<file path="src/rtl/frog_input_ctrl.sv">
// Keyboard front end for the frog movers: turns the sampled keycode into one-frame
// direction pulses with hold-to-repeat, a latched one-hot frog selection and a move count.
module frog_input_ctrl #(
  parameter logic [7:0] KEY_UP       = 8'h1A,
  parameter logic [7:0] KEY_DOWN     = 8'h16,
  parameter logic [7:0] KEY_LEFT     = 8'h04,
  parameter logic [7:0] KEY_RIGHT    = 8'h07,
  parameter logic [7:0] KEY_F1       = 8'h1E,
  parameter logic [7:0] KEY_F2       = 8'h1F,
  parameter logic [7:0] KEY_F3       = 8'h20,
  parameter int         REPEAT_DELAY = 20,
  parameter int         REPEAT_RATE  = 8
) (
  input  logic        frame_clk,
  input  logic        Reset,
  input  logic [7:0]  keycode,
  input  logic        dead_frog,
  input  logic        win_game,
  input  logic        lose_game,
  output logic        up,
  output logic        down,
  output logic        left,
  output logic        right,
  output logic        frog_1_key,
  output logic        frog_2_key,
  output logic        frog_3_key,
  output logic [15:0] moves_made
);

  localparam logic [7:0] DELAY_LOAD = 8'(REPEAT_DELAY);
  localparam logic [7:0] RATE_LOAD  = 8'(REPEAT_RATE);
  localparam bit         REPEAT_EN  = (REPEAT_RATE != 0);

  typedef enum logic [1:0] {IDLE, HOLD, REPEAT} state_t;

  state_t      state, state_n;
  logic [7:0]  key_q;
  logic [2:0]  sel, sel_next;
  logic [1:0]  dir_lat, dir_n, key_dir;
  logic [7:0]  cnt, cnt_n;
  logic [3:0]  pulse;
  logic        key_is_dir, dir_req, lock, sel_change, emit;

  assign lock       = win_game | lose_game;
  assign dir_req    = key_is_dir && (sel != 3'b000);
  assign sel_change = (sel_next != sel);

  // Direction codes: 0 up, 1 down, 2 left, 3 right.
  always_comb begin
    key_is_dir = 1'b1;
    key_dir    = 2'd0;
    case (key_q)
      KEY_UP:    key_dir = 2'd0;
      KEY_DOWN:  key_dir = 2'd1;
      KEY_LEFT:  key_dir = 2'd2;
      KEY_RIGHT: key_dir = 2'd3;
      default:   key_is_dir = 1'b0;
    endcase
  end

  // Selection reacts to the raw keycode so dead_frog can win over a same-cycle select key.
  always_comb begin
    sel_next = sel;
    if (lock || dead_frog)
      sel_next = 3'b000;
    else if (keycode == KEY_F1)
      sel_next = 3'b001;
    else if (keycode == KEY_F2)
      sel_next = 3'b010;
    else if (keycode == KEY_F3)
      sel_next = 3'b100;
  end

  always_comb begin
    state_n = state;
    dir_n   = dir_lat;
    cnt_n   = cnt;
    emit    = 1'b0;
    if (lock || sel_change) begin
      state_n = IDLE;
      cnt_n   = 8'd0;
    end else begin
      case (state)
        IDLE: begin
          if (dir_req) begin
            emit    = 1'b1;
            dir_n   = key_dir;
            cnt_n   = DELAY_LOAD;
            state_n = HOLD;
          end
        end
        HOLD, REPEAT: begin
          if (!dir_req) begin
            state_n = IDLE;
          end else if (key_dir != dir_lat) begin
            emit    = 1'b1;
            dir_n   = key_dir;
            cnt_n   = DELAY_LOAD;
            state_n = HOLD;
          end else if (state == HOLD) begin
            // The decrement that would reach zero is the entry into REPEAT.
            if (cnt <= 8'd1) begin
              state_n = REPEAT;
              cnt_n   = 8'd0;
              if (REPEAT_EN) begin
                emit  = 1'b1;
                cnt_n = RATE_LOAD;
              end
            end else begin
              cnt_n = cnt - 8'd1;
            end
          end else if (REPEAT_EN) begin
            if (cnt <= 8'd1) begin
              emit  = 1'b1;
              cnt_n = RATE_LOAD;
            end else begin
              cnt_n = cnt - 8'd1;
            end
          end
        end
        default: state_n = IDLE;
      endcase
    end
  end

  always_ff @(posedge frame_clk) begin
    if (Reset) begin
      key_q      <= 8'h00;
      sel        <= 3'b000;
      state      <= IDLE;
      dir_lat    <= 2'd0;
      cnt        <= 8'd0;
      pulse      <= 4'b0000;
      moves_made <= 16'h0000;
    end else begin
      key_q   <= lock ? 8'h00 : keycode;
      sel     <= sel_next;
      state   <= state_n;
      dir_lat <= dir_n;
      cnt     <= cnt_n;
      pulse   <= emit ? (4'b0001 << dir_n) : 4'b0000;
      if (emit && (moves_made != 16'hFFFF))
        moves_made <= moves_made + 16'd1;
    end
  end

  assign up         = pulse[0];
  assign down       = pulse[1];
  assign left       = pulse[2];
  assign right      = pulse[3];
  assign frog_1_key = sel[0];
  assign frog_2_key = sel[1];
  assign frog_3_key = sel[2];

endmodule

</file>
<file path="config.mk">
export PLATFORM = sky130hd
export DESIGN_NAME = frog_input_ctrl
export DESIGN_NICKNAME = d
export VERILOG_FILES = /design/src/rtl/frog_input_ctrl.sv
export SDC_FILE = /design/constraint.sdc
export NUM_CORES = 1
export LEC_CHECK = 0
export CAP_MARGIN = 20
export CORE_MARGIN = 2
export CORE_UTILIZATION = 23
export CTS_CLUSTER_SIZE = 30
export DETAILED_ROUTE_END_ITERATION = 12
export GPL_TIMING_DRIVEN = 1
export PLACE_DENSITY = 0.42
export SYNTH_ARGS = -nofsm -noshare
export SYNTH_HDL_FRONTEND = slang
export SYNTH_SLANG_ARGS = --single-unit
export TNS_END_PERCENT = 30
</file>
<file path="constraint.sdc">
create_clock -name frame_clk -period 7.3 [get_ports frame_clk]
set_clock_uncertainty 0.1 [all_clocks]
set_input_delay 1.46 -clock frame_clk [delete_from_list [all_inputs] [get_ports frame_clk]]
set_output_delay 1.46 -clock frame_clk [all_outputs]
set_load 0.01 [all_outputs]
</file>
==> impl_metrics.csv <==
group,metric,value,unit
clocking,clk_latency,300,ps
sta,relSlewSlack,0.355,
finish,n_fill_cell,1050,
sta,max_freq,0.248,GHz
placement,dp_slack,2950,ps
floorplanning,start_util,0.234,
finish,stdcell_count,432,
logic_synthesis,synth.cell_area,0.00226,sq mm
placement,placed_area,0.00275,sq mm
logic_synthesis,synth_seq_cells,43,
logic_synthesis,yosysWarningCount,0,
finish,fin_nets,318,
clocking,clk_pin_slew_worst_paths,70,ps
finish,drive_above_1_share,0.0535,
power_and_ir_drop,p_leak,0.000910,uW
logic_synthesis,ys_seq_area_frac,0.380,
routing,drc,0,
sta,hold_violations,0,
hold_path,min_from,"cnt[3]",
clocking,ctsHoldBuffers,0,
setup_path,crit_slowest_cell,"nor4b_1",
sta,worstMarginPinSlew,959,ps
setup_path,r2r_slack,4080,ps
setup_path,arrival,4180,ps
global_route,antenna_found_initial,0,
power_and_ir_drop,vdd.ir_drop.worst,50.0,uV
setup_path,worstPathCellList,"clkdlybuf4s50_1 -> nor4b_1 -> o311ai_0 -> a31oi_1 -> a211o_4 -> a2bb2oi_1 -> and4_1",
logic_synthesis,ys_types,51,
global_route,grt_pass1_vias,1988,
sta,fin_tns_setup,0,ps
global_route,overflow,0,
floorplanning,die-area,0.0107,sq mm
clocking,cts_made_buffers,5,
setup_path,max_stage_delay,530,ps
setup_path,worst_setup_path_end_kind,"flip-flop",
floorplanning,coreArea,0.00968,sq mm
logic_synthesis,synthCells,263,
floorplanning,num_rows,36,
run,cap_violations,0,
clocking,clk_path_buf_depth,2,
setup_path,ff2ff_path_depth,6,
sta,fin_ws,3260,ps
sta,whs,379,ps
routing,vias,2079,
routing,wire_per_inst,13.3,um
logic_synthesis,synth_edf_count,0,
routing,initialDrtViolationCount,93,
finish,final_cell_area,0.00284,sq mm
clocking,root_buffer,"clkbuf_8",
hold_path,hold_path.class,"flip-flop to flip-flop",
setup_path,reg2reg_to,"moves_made[10]",
placement,place_congestion,0.792,
setup_path,start_kind,"input pin",
global_route,grt_use_total,0.114,
sta,setup-violations-final,0,
floorplanning,die_h,103,um
routing,first_pass_iters,4,
power_and_ir_drop,p_per_area,145,mW/mm^2
sta,fin_crit,4040,ps
finish,area_delta_synth_final,25.3,%
floorplanning,fp.dieW,103,um
setup_path,worst-setup-path-type,"input pin to flip-flop",
setup_path,cp_num_buf_inv,1,
setup_path,r2r-start,"key_q[7]",
clocking,cts-resized-gates,0,
placement,dp.cells,425,
clocking,cts_tree,"done",
sta,rsz0062_at_grt,"no",
placement,portBuffers,35,
clocking,cts.sink_count,43,
hold_path,min_to,"cnt[3]",
logic_synthesis,synthFlopType,"dfxtp_1",
logic_synthesis,synth_fp_nets,282,
routing,vias_per_cell,4.81,
hold_path,whs_path_depth,2,
global_route,grt_max_degree,35,
global_route,grt_pass1_wl,9760,um
routing,detail-route-antenna-nets,0,
status,status,"completed",
clocking,post_cts.repair.setup_buffers,0,
floorplanning,ioPinCount,36,
placement,dp_hpwl,4180,um
setup_path,required,7440,ps
logic_synthesis,syn_avg_cell_area,8.61,sq um
sta,timing.final.crit_share,0.553,
finish,n_antenna_cell,0,
logic_synthesis,async_flop_share,0,
clocking,htree_levels,2,
setup_path,crit_family,"compound AO/OA/AOI/OAI gates",
routing,routed_wl,5770,um
setup_path,cp_max_fo,34,
sta,slew_violations,0,
[per-layer routing]
metal	track usage	routed length, um	up-vias
met5	0	0	-
met4	0.0364	83	0
met3	0.0222	215	7
met2	0.183	2600	41
met1	0.156	2870	948
li1	-	-	1083
[how the worst max path moves through the flow]
stage	startpoint	end	slack (ps)	cells past startpoint
floorplan	keycode[7]	moves_made[0]	3800	8
global placement	keycode[7]	pulse[1]	2990	7
detailed placement	keycode[6]	pulse[1]	2950	7
CTS	keycode[6]	pulse[1]	3260	7
global route	keycode[7]	pulse[1]	2980	7
finish	keycode[7]	pulse[1]	3260	7
[layout by cell type (no fill, tap or decap), types with 3 or more instances in the layout]
cell	instances
or3_1	8
o31ai_1	11
nand3_1	11
nor4_1	8
a21oi_1	27
ha_1	6
o31a_1	3
nor3_1	12
xnor2_1	5
nand4_1	6
o21ai_0	3
a21o_1	3
or4_1	14
and2_1	10
a211oi_1	3
and3_1	3
clkdlybuf4s50_1	35
o41ai_1	4
nand2b_1	3
inv_1	13
dfxtp_1	43
clkbuf_8	6
nor2_1	16
nand2_1	9
[power by group]
| group | switching [uW] | internal [uW] |
|---|---|---|
| clock network | 80.4 | 74.3 |
| logic | 10.3 | 9.61 |
| registers | 0.738 | 236 |
| total | 91.5 | 319 |
[synth_stat cells (all sizes together) (2+ instances only)]
cell	count	area, sq um
and4	2	17.5
nor2b	2	12.5
nor2	16	60.1
nand2b	3	18.8
o21ai	4	20.0
o31ai	11	82.6
or2	2	12.5
a211o	2	26.3
nor4	8	50.1
clkbuf	5	18.8
nor4b	2	17.5
and3	3	18.8
nand4	6	37.5
or4b	3	37.5
a21o	3	22.5
buf	3	27.5
nand3	11	55.1
a21oi	27	135
dfxtp	43	861
o41ai	4	35.0
or4	14	105
a211oi	3	22.5
and2	10	62.6
nor3	12	60.1
o211ai	2	15.0
xnor2	5	43.8
a31oi	2	12.5
ha	6	75.1
nand2	9	33.8
o31a	3	26.3
inv	13	48.8
or3	8	50.1
[stage by stage]
step	total power [uW]	utilization
final	411	0.293
after floorplan	250	-
after detailed placement	262	0.284
after CTS	420	0.293
after global placement	262	0.284
after global routing	431	0.293
[layout make-up]
class	instances	area, sq um	share of cell area
clock inverter	1	5.00	0.00176
clock buffer	6	82.6	0.0291
sequential	43	861	0.303
tap	133	166	0.0586
timing repair buffer	37	365	0.129
multi-input combinational	199	1310	0.461
inverter	13	48.8	0.0172
[flip-flops by register name, summed over array words and instances (netlist names)]
name and flops:
key_q 8, pulse 4, moves_made 16, sel 3, state 2, cnt 8
dir_lat 2
[worst register-to-register path, cell delays in order, from the launching register on]
cell and delay [ps]:
dfxtp_1 310, or4b_4 560, or4b_4 510, a211o_1 470, a211o_4 460, nor4_1 360
mux2_2 370
[cells by family after synthesis]
group / after synthesis / synth area share
DFF: 43 / 0.380
adders and majority gates: 6 / 0.0331
buffers and inverters: 21 / 0.0420
AOI/OAI and AO/OA: 72 / 0.219
muxes: 1 / 0.00497
and+or+nand+nor: 114 / 0.298
xor gates and xnor gates: 6 / 0.0232
Note: power is estimated with default switching activity, not from simulation.
